`config.mk`:
```
export PLATFORM = sky130hd
export DESIGN_NAME = xor_apuf_ctrl_flat
export DESIGN_NICKNAME = d
export VERILOG_FILES = /design/src/rtl/xapuf_pkg.sv /design/src/rtl/xor_apuf_ctrl_if.sv /design/src/rtl/xapuf_sync2.sv /design/src/rtl/xor_apuf_ctrl.sv /design/src/flat_wrapper.sv
export SDC_FILE = /design/constraint.sdc
export NUM_CORES = 1
export LEC_CHECK = 0
export CAP_MARGIN = 20
export CORE_MARGIN = 4
export CORE_UTILIZATION = 40
export CTS_CLUSTER_DIAMETER = 120
export DETAILED_ROUTE_END_ITERATION = 7
export HOLD_SLACK_MARGIN = 0.03
export PLACE_DENSITY = 0.72
export SYNTH_ARGS = -nofsm -noshare
export SYNTH_HDL_FRONTEND = slang
export SYNTH_HIERARCHICAL = 1
export SYNTH_SLANG_ARGS = --single-unit
export TNS_END_PERCENT = 30
```
`constraint.sdc`:
```
create_clock -name clk -period 2.4 [get_ports clk]
set_clock_uncertainty 0.15 [all_clocks]
set_input_delay 0.72 -clock clk [delete_from_list [all_inputs] [get_ports clk]]
set_output_delay 0.72 -clock clk [all_outputs]
set_load 0.005 [all_outputs]
```
`src/rtl/xapuf_pkg.sv`:
```
// Shared types and helpers for the XOR arbiter PUF controller.
// Holds the FSM state enum, challenge keep-mask and counter widths.
package xapuf_pkg;

  localparam int MAX_CHAL_W = 256;

  typedef enum logic [2:0] {
    IDLE,
    PRECH,
    FIRE,
    SAMPLE,
    VOTE,
    DONE
  } state_t;

  function automatic int cnt_w(int reps);
    return $clog2(reps + 1);
  endfunction

  function automatic int rep_w(int reps);
    return (reps > 1) ? $clog2(reps) : 1;
  endfunction

  // Bit i is kept when i is a multiple of the stride.
  function automatic logic [MAX_CHAL_W-1:0] sparse_mask(
    int w,
    int stride
  );
    logic [MAX_CHAL_W-1:0] m;
    int s;
    s = (stride < 1) ? 1 : stride;
    m = '0;
    for (int i = 0; i < MAX_CHAL_W; i++)
      if (i < w && (i % s) == 0)
        m[i] = 1'b1;
    return m;
  endfunction

endpackage

```
`src/rtl/xor_apuf_ctrl_if.sv`:
```
// Request/response handshake bundle for xor_apuf_ctrl.
// master: requester side; slave: controller side.
interface xor_apuf_ctrl_if #(
  parameter int CHAL_W = 32
);
  logic              req_valid;
  logic              req_ready;
  logic [CHAL_W-1:0] req_chal;
  logic              rsp_valid;
  logic              rsp_ready;
  logic              rsp_bit;
  logic              rsp_stable;

  modport master (
    output req_valid,
    output req_chal,
    output rsp_ready,
    input  req_ready,
    input  rsp_valid,
    input  rsp_bit,
    input  rsp_stable
  );

  modport slave (
    input  req_valid,
    input  req_chal,
    input  rsp_ready,
    output req_ready,
    output rsp_valid,
    output rsp_bit,
    output rsp_stable
  );
endinterface

```
`src/rtl/xapuf_sync2.sv`:
```
// Per-bit 2-flop synchronizer, async active-low reset to 0.
// Ports: clk, rst_n, d (async in), q (synchronized out).
module xapuf_sync2 #(
  parameter int W = 1
) (
  input  logic         clk,
  input  logic         rst_n,
  input  logic [W-1:0] d,
  output logic [W-1:0] q
);
  logic [W-1:0] meta;

  always_ff @(posedge clk or negedge rst_n) begin
    if (!rst_n) begin
      meta <= '0;
      q    <= '0;
    end else begin
      meta <= d;
      q    <= meta;
    end
  end
endmodule

```
`src/rtl/xor_apuf_ctrl.sv`:
```
// XOR arbiter PUF controller: precharge/fire races, vote, XOR.
// Ports: clk, rst_n, bus (slave), chal_o, start_o, arb_i;
// rsp_raw when XAPUF_RAW_OUT_EN is defined.
module xor_apuf_ctrl
  import xapuf_pkg::*;
#(
  parameter int CHAL_W        = 32,
  parameter int NUM_PUFS      = 3,
  parameter int SPARSE_STRIDE = 2,
  parameter int REPS          = 5,
  parameter int SETTLE        = 4,
  parameter int RACE_WAIT     = 4
) (
  input  logic                clk,
  input  logic                rst_n,
  xor_apuf_ctrl_if.slave      bus,
  output logic [CHAL_W-1:0]   chal_o,
  output logic                start_o,
  input  logic [NUM_PUFS-1:0] arb_i
`ifdef XAPUF_RAW_OUT_EN
  ,
  output logic [NUM_PUFS-1:0] rsp_raw
`endif
);

  localparam int CW = cnt_w(REPS);
  localparam int RW = rep_w(REPS);
  localparam int TMAX =
    (SETTLE > RACE_WAIT) ? SETTLE : RACE_WAIT;
  localparam int TW =
    (TMAX > 1) ? $clog2(TMAX) : 1;

  localparam logic [MAX_CHAL_W-1:0] MASK_FULL =
    sparse_mask(CHAL_W, SPARSE_STRIDE);
  localparam logic [CHAL_W-1:0] MASK =
    MASK_FULL[CHAL_W-1:0];

  localparam logic [TW-1:0] SET_LAST = TW'(SETTLE - 1);
  localparam logic [TW-1:0] RW_LAST  = TW'(RACE_WAIT - 1);
  localparam logic [RW-1:0] REP_LAST = RW'(REPS - 1);
  localparam logic [CW-1:0] CNT_ALL  = CW'(REPS);

  state_t               state;
  logic [TW-1:0]        tmr;
  logic [RW-1:0]        rep;
  logic [CW-1:0]        cnt [NUM_PUFS];
  logic [NUM_PUFS-1:0]  arb_s;
  logic [NUM_PUFS-1:0]  maj;
  logic [NUM_PUFS-1:0]  unan;
  logic                 rsp_valid_q;
  logic                 rsp_bit_q;
  logic                 rsp_stable_q;

  xapuf_sync2 #(.W(NUM_PUFS)) u_sync (
    .clk   (clk),
    .rst_n (rst_n),
    .d     (arb_i),
    .q     (arb_s)
  );

  always_comb begin
    maj  = '0;
    unan = '0;
    for (int p = 0; p < NUM_PUFS; p++) begin
      maj[p]  = (2 * int'(cnt[p])) > REPS;
      unan[p] = (cnt[p] == '0) || (cnt[p] == CNT_ALL);
    end
  end

  assign bus.req_ready  = (state == IDLE);
  assign bus.rsp_valid  = rsp_valid_q;
  assign bus.rsp_bit    = rsp_bit_q;
  assign bus.rsp_stable = rsp_stable_q;

  always_ff @(posedge clk or negedge rst_n) begin
    if (!rst_n) begin
      state        <= IDLE;
      tmr          <= '0;
      rep          <= '0;
      chal_o       <= '0;
      start_o      <= 1'b0;
      rsp_valid_q  <= 1'b0;
      rsp_bit_q    <= 1'b0;
      rsp_stable_q <= 1'b0;
      for (int p = 0; p < NUM_PUFS; p++)
        cnt[p] <= '0;
`ifdef XAPUF_RAW_OUT_EN
      rsp_raw      <= '0;
`endif
    end else begin
      case (state)
        IDLE: begin
          if (bus.req_valid) begin
            chal_o <= bus.req_chal & MASK;
            rep    <= '0;
            tmr    <= '0;
            for (int p = 0; p < NUM_PUFS; p++)
              cnt[p] <= '0;
            state  <= PRECH;
          end
        end
        PRECH: begin
          if (tmr == SET_LAST) begin
            tmr     <= '0;
            start_o <= 1'b1;
            state   <= FIRE;
          end else begin
            tmr <= tmr + 1'b1;
          end
        end
        FIRE: begin
          if (tmr == RW_LAST) begin
            tmr   <= '0;
            state <= SAMPLE;
          end else begin
            tmr <= tmr + 1'b1;
          end
        end
        SAMPLE: begin
          for (int p = 0; p < NUM_PUFS; p++)
            cnt[p] <= cnt[p] + CW'(arb_s[p]);
          // Drop start here so every race has the same width.
          start_o <= 1'b0;
          if (rep == REP_LAST) begin
            state <= VOTE;
          end else begin
            rep   <= rep + 1'b1;
            state <= PRECH;
          end
        end
        VOTE: begin
          rsp_bit_q    <= ^maj;
          rsp_stable_q <= &unan;
          start_o      <= 1'b0;
          rsp_valid_q  <= 1'b1;
`ifdef XAPUF_RAW_OUT_EN
          rsp_raw      <= maj;
`endif
          state        <= DONE;
        end
        DONE: begin
          if (bus.rsp_ready) begin
            rsp_valid_q <= 1'b0;
            chal_o      <= '0;
            state       <= IDLE;
          end
        end
        default: state <= IDLE;
      endcase
    end
  end

endmodule
```
`src/flat_wrapper.sv`:
```
// flat-port wrapper written by rule: the top's interface ports become plain ports
module xor_apuf_ctrl_flat import xapuf_pkg::*;
#(
  parameter int CHAL_W        = 32,
  parameter int NUM_PUFS      = 3,
  parameter int SPARSE_STRIDE = 2,
  parameter int REPS          = 5,
  parameter int SETTLE        = 4,
  parameter int RACE_WAIT     = 4
)
  (clk, rst_n, chal_o, start_o, arb_i, bus_req_valid, bus_req_chal, bus_rsp_ready, bus_req_ready, bus_rsp_valid, bus_rsp_bit, bus_rsp_stable);
  xor_apuf_ctrl_if #(.CHAL_W(CHAL_W)) bus_i ();
  input  logic clk;
  input  logic rst_n;
  output logic [CHAL_W-1:0] chal_o;
  output logic start_o;
  input  logic [NUM_PUFS-1:0] arb_i;
  input wire logic [$bits(bus_i.req_valid)-1:0] bus_req_valid;
  input wire logic [$bits(bus_i.req_chal)-1:0] bus_req_chal;
  input wire logic [$bits(bus_i.rsp_ready)-1:0] bus_rsp_ready;
  output wire logic [$bits(bus_i.req_ready)-1:0] bus_req_ready;
  output wire logic [$bits(bus_i.rsp_valid)-1:0] bus_rsp_valid;
  output wire logic [$bits(bus_i.rsp_bit)-1:0] bus_rsp_bit;
  output wire logic [$bits(bus_i.rsp_stable)-1:0] bus_rsp_stable;
  assign bus_i.req_valid = bus_req_valid;
  assign bus_i.req_chal = bus_req_chal;
  assign bus_i.rsp_ready = bus_rsp_ready;
  assign bus_req_ready = bus_i.req_ready;
  assign bus_rsp_valid = bus_i.rsp_valid;
  assign bus_rsp_bit = bus_i.rsp_bit;
  assign bus_rsp_stable = bus_i.rsp_stable;
  xor_apuf_ctrl #(.CHAL_W(CHAL_W), .NUM_PUFS(NUM_PUFS), .SPARSE_STRIDE(SPARSE_STRIDE), .REPS(REPS), .SETTLE(SETTLE), .RACE_WAIT(RACE_WAIT)) u_core (.clk(clk), .rst_n(rst_n), .bus(bus_i), .chal_o(chal_o), .start_o(start_o), .arb_i(arb_i));
endmodule
```
==> results.txt, run 1 <==
The quantity of hold-fixing buffers added after cts came out at 0. The first global-routing pass estimated 7120 µm of wire. The overall die area is 6520 µm². The cell at the root of the clock tree is sky130_fd_sc_hd__clkbuf_8. The post-CTS resize count is 0. The worst hold-check slack came out at 204 ps.

In the final design database the tool counted 311 nets. The finished layout cell area is 2670 µm². The design internal power is 1.20 mW. The min-delay analysis places its worst path in the category reg -> reg. The remaining design rule violation count is 0. The total length of routed wires is 4250 µm.

The worst-case headroom to the max-slew limit came out at 61.0%. The average instance in the mapped netlist occupies 9.71 µm². The tree built by TritonCTS fans out to 43 sinks.

The total of buffers placed on input and output ports is 43. Prior to clock tree synthesis, the placed netlist has a worst setup slack of -62.9 ps. The peak ir drop on the vdd network came out at 0.324 mV.

The number of distinct library cells after synthesis came out at 34. The data arrival time at the worst-slack endpoint came out at 1390 ps. The via count came out at 1591. The initial antenna violation count is 0. The worst setup path is of the reg -> out kind. The most critical setup path has its startpoint at u_core/state[2]. The power density over the cells is 588 nW/µm². The required time of the critical path is 1530 ps. The placed instance count is 326.

The slack of the worst reg-to-reg path is 620 ps. For this configuration, the core starts out at a cell density of 41.4%. During synthesis, Yosys emitted a total of 6 warnings. The number of buffers on the longest clock path is 2. The final weighted congestion in routability-driven placement came out at 0.797. Pin placement for this block handled 76 I/O pins. The final setup violation count is 0. The floorplan step set the die height to 80.7 µm.

The count of final max-slew check failures is 0. In this run the power spent charging and discharging nets is 0.369 mW. The via count of the first global-routing pass is 1564. Global routing used 18.8% of the available met1 tracks. The smallest clock period supported by the final layout is computed as 2260 ps. Across the run, the number of max-cap violations was 0.

The worst setup margin came out at 142 ps. The largest driver fanout on the critical path came out at 2. STA classifies the critical path endpoint as a primary output. The initial detailed-routing violation count came out at 65. The layout overhead on the synthesized area came out at 26.1%.

The initialized floorplan defines 26 standard-cell rows. After legalization and detailed placement, the total HPWL measured 3120 µm. The endpoint of the most critical setup path is bus_req_ready. The share of the clock period used by the worst path after layout came out at 94.1%.

The number of vias per cell after detailed routing came out at 4.78. After clock tree synthesis, the clock-pin slew on the worst setup and hold paths is 80 ps. The post-detailed-route wirelength per cell is 12.8 µm.

Setup repair after global routing left no endpoint under its margin. The layer carrying the most global-route usage is met2. The met2 demand-to-capacity share in global routing is 21.7%. The transition at the pin with the smallest max-transition slack came out at 583 ps. The global-route congestion overflow total is 0. The proportion of total power due to net switching came out at 23.5%. The count of antenna-violating nets left after detailed routing is 0. After detailed placement, the total cell area comes to 2560 µm². The sequential area share after synthesis came out at 50.9%.

The final cell count without fillers is 333. Post-CTS timing repair inserted 0 buffers for setup. The start of the worst register-to-register path is u_core/state[1]. The relative contribution of the clock network to total power came out at 34.4%.

The number of cells traversed by the worst register-to-register path is 5. Global routing used 14.0% of the available tracks. The number of synthesized register bits is 43.

The horizontal die dimension came out at 80.7 µm. The antenna diode count came out at 0. The first detailed-routing pass ran for 4 iterations. The logic gate share of total power came out at 13.4%. After technology mapping, the gate count stands at 218. The run finished with clean final reports. The endpoint identified for the worst register-to-register timing path is u_core/cnt[5]. TritonCTS built the clock tree.

The fmax is 0.443 GHz. The level count of the clock H-tree is 2. In this run the static leakage power is 1.25 nW.

Entering global routing, the biggest net connects 44 pins. At the later pin of the worst-skew pair, clock insertion delay measures 290 ps. Registers are responsible for 52.2% of the overall power. The fraction of layout instances using a drive strength above 1 is 6.46%.

STA classifies the critical path startpoint as a register. The total clock buffers created by CTS came out at 5. The number of hold violations in the final report came to 0. The met3 demand-to-capacity share in global routing came out at 3.33%. The placeable core region came out at 5110 µm². The cell area after synthesis is 2120 µm².
-- flip-flops by register name (all words and copies together), names as in the netlist --
name                   count
u_core/rep                 3
u_core/cnt                 9
u_core/chal_o             16
u_core/bus.rsp_bit         1
u_core/u_sync/q            3
u_core/u_sync/meta         3
u_core/state               3
u_core/bus.rsp_stable      1
u_core/tmr                 2
u_core/start_o             1
u_core/bus.rsp_valid       1
-- logic make-up (layout without fill, tap and decap cells) --
logic type / after synthesis / in the layout / synth area share, %
flops: 43 / 43 / 50.9
buf+inv: 32 / 62 / 9.46
simple gates: 70 / 70 / 14.8
mux: 2 / 2 / 1.01
compound gates: 56 / 56 / 16.3
xor+xnor: 5 / 5 / 2.07
other cells: 1 / 16 / 0.177
fa+ha+maj: 9 / 9 / 5.32
-- routing by layer --
| metal | part of all wire [%] | vias to the layer above |
|---|---|---|
| met5 | 0 | - |
| met4 | 1.8 | 0 |
| met3 | 4.9 | 8 |
| met2 | 48 | 33 |
| met1 | 45 | 743 |
| li1 | - | 807 |
-- critical path: stages (launching register included) --
cell and delay (ps):
sky130_fd_sc_hd__dfrtp_1 380, sky130_fd_sc_hd__nor3_1 190, sky130_fd_sc_hd__clkdlybuf4s50_1 530
-- power groups by stage --
stage               Clock, mW  Sequential (mW)  Combinational, mW
floorplan                   0            0.822              0.158
global placement            0            0.833              0.202
detailed placement          0            0.834              0.212
CTS                     0.550            0.820              0.212
global route            0.576            0.830              0.241
finish                  0.540            0.820              0.210
-- how the worst min path moves through the flow --
stage / start / slack [ps] / depth (start not counted) / to
after detailed placement: u_core/u_sync/meta[2] / 190 / 0 / u_core/u_sync/q[2]
final: u_core/u_sync/meta[2] / 200 / 0 / u_core/u_sync/q[2]
after CTS: u_core/u_sync/meta[2] / 210 / 0 / u_core/u_sync/q[2]
after global routing: u_core/u_sync/meta[1] / 210 / 0 / u_core/u_sync/q[1]
after floorplan: u_core/u_sync/meta[0] / 180 / 0 / u_core/u_sync/q[0]
after global placement: u_core/u_sync/meta[2] / 180 / 0 / u_core/u_sync/q[2]
-- layout make-up --
type	count	area [µm²]
fill	475	2440
sequential	43	1080
clock buffer	6	72.6
tap	70	87.6
multi-input combinational	158	896
clock inverter	1	30.0
timing repair buffer	49	483
inverter	6	22.5
-- cells in the final DEF, fill, tap and decap left out, types with 2 or more instances in the layout --
cell type	netlist	final
sky130_fd_sc_hd__nand2_1	46	46
sky130_fd_sc_hd__dfrtp_1	43	43
sky130_fd_sc_hd__clkdlybuf4s50_1	0	42
sky130_fd_sc_hd__o21ai_0	24	24
sky130_fd_sc_hd__conb_1	1	16
sky130_fd_sc_hd__a22o_1	11	11
sky130_fd_sc_hd__ha_1	9	9
sky130_fd_sc_hd__a21oi_1	8	8
sky130_fd_sc_hd__inv_1	6	6
sky130_fd_sc_hd__clkbuf_8	0	5
sky130_fd_sc_hd__xnor2_1	5	5
sky130_fd_sc_hd__buf_4	17	5
sky130_fd_sc_hd__nor3_1	4	4
sky130_fd_sc_hd__nor2b_1	4	4
sky130_fd_sc_hd__nor2_1	4	4
sky130_fd_sc_hd__o22ai_1	3	3
sky130_fd_sc_hd__nand3_1	3	3
sky130_fd_sc_hd__o21ai_1	3	3
sky130_fd_sc_hd__a211oi_1	3	3
sky130_fd_sc_hd__nand3b_1	2	2
-- cells in the mapped netlist, drive strengths merged --
master  instances  share of area, %
nand2          46               8.2
dfrtp          43                51
o21ai          28               6.8
buf            25               8.2
a22o           11               4.6
a21oi           9               2.3
ha              9               5.3
inv             6               1.1
xnor2           5               2.1
nor2            4              0.71
nor2b           4               1.2
nor3            4              0.95
a211oi          3               1.1
nand3           3              0.71
o22ai           3              0.89
nand3b          2              0.71
a21boi          1              0.35
and2            1              0.30
and3            1              0.30
clkbuf          1              0.18
conb            1              0.18
mux2            1              0.53
mux2i           1              0.47
nand2b          1              0.30
nand4           1              0.30
nor3b           1              0.35
o31ai           1              0.35
or3             1              0.30
or3b            1              0.53
-- stage by stage --
step | utilization, % | power [mW] | TNS, ps
after global routing | 52.2 | 1.65 | 0
after floorplan | - | 0.980 | 0
after CTS | 52.2 | 1.58 | 0
after global placement | 50.2 | 1.03 | -118
after detailed placement | 50.2 | 1.05 | -211
final | 52.2 | 1.57 | 0
Note: power is estimated with default switching activity, not from simulation.
==> inputs of run 2 (changes only) <==
--- a/config.mk
+++ b/config.mk
@@ -10,7 +10,7 @@
 export CORE_UTILIZATION = 40
 export CTS_CLUSTER_DIAMETER = 120
 export DETAILED_ROUTE_END_ITERATION = 7
-export HOLD_SLACK_MARGIN = 0.03
+export HOLD_SLACK_MARGIN = 0.15
 export PLACE_DENSITY = 0.72
 export SYNTH_ARGS = -nofsm -noshare
 export SYNTH_HDL_FRONTEND = slang
==> results of run 2 <==
The final DEF is identical to that of run 1; final timing and power are the same.
==> inputs of run 3 (changes only) <==
--- a/config.mk
+++ b/config.mk
@@ -5,6 +5,7 @@
 export SDC_FILE = /design/constraint.sdc
 export NUM_CORES = 1
 export LEC_CHECK = 0
+export ABC_CLOCK_PERIOD_IN_PS = 2400
 export CAP_MARGIN = 20
 export CORE_MARGIN = 4
 export CORE_UTILIZATION = 40
==> results of run 3 <==
The final DEF is identical to that of run 1; final timing and power are the same.
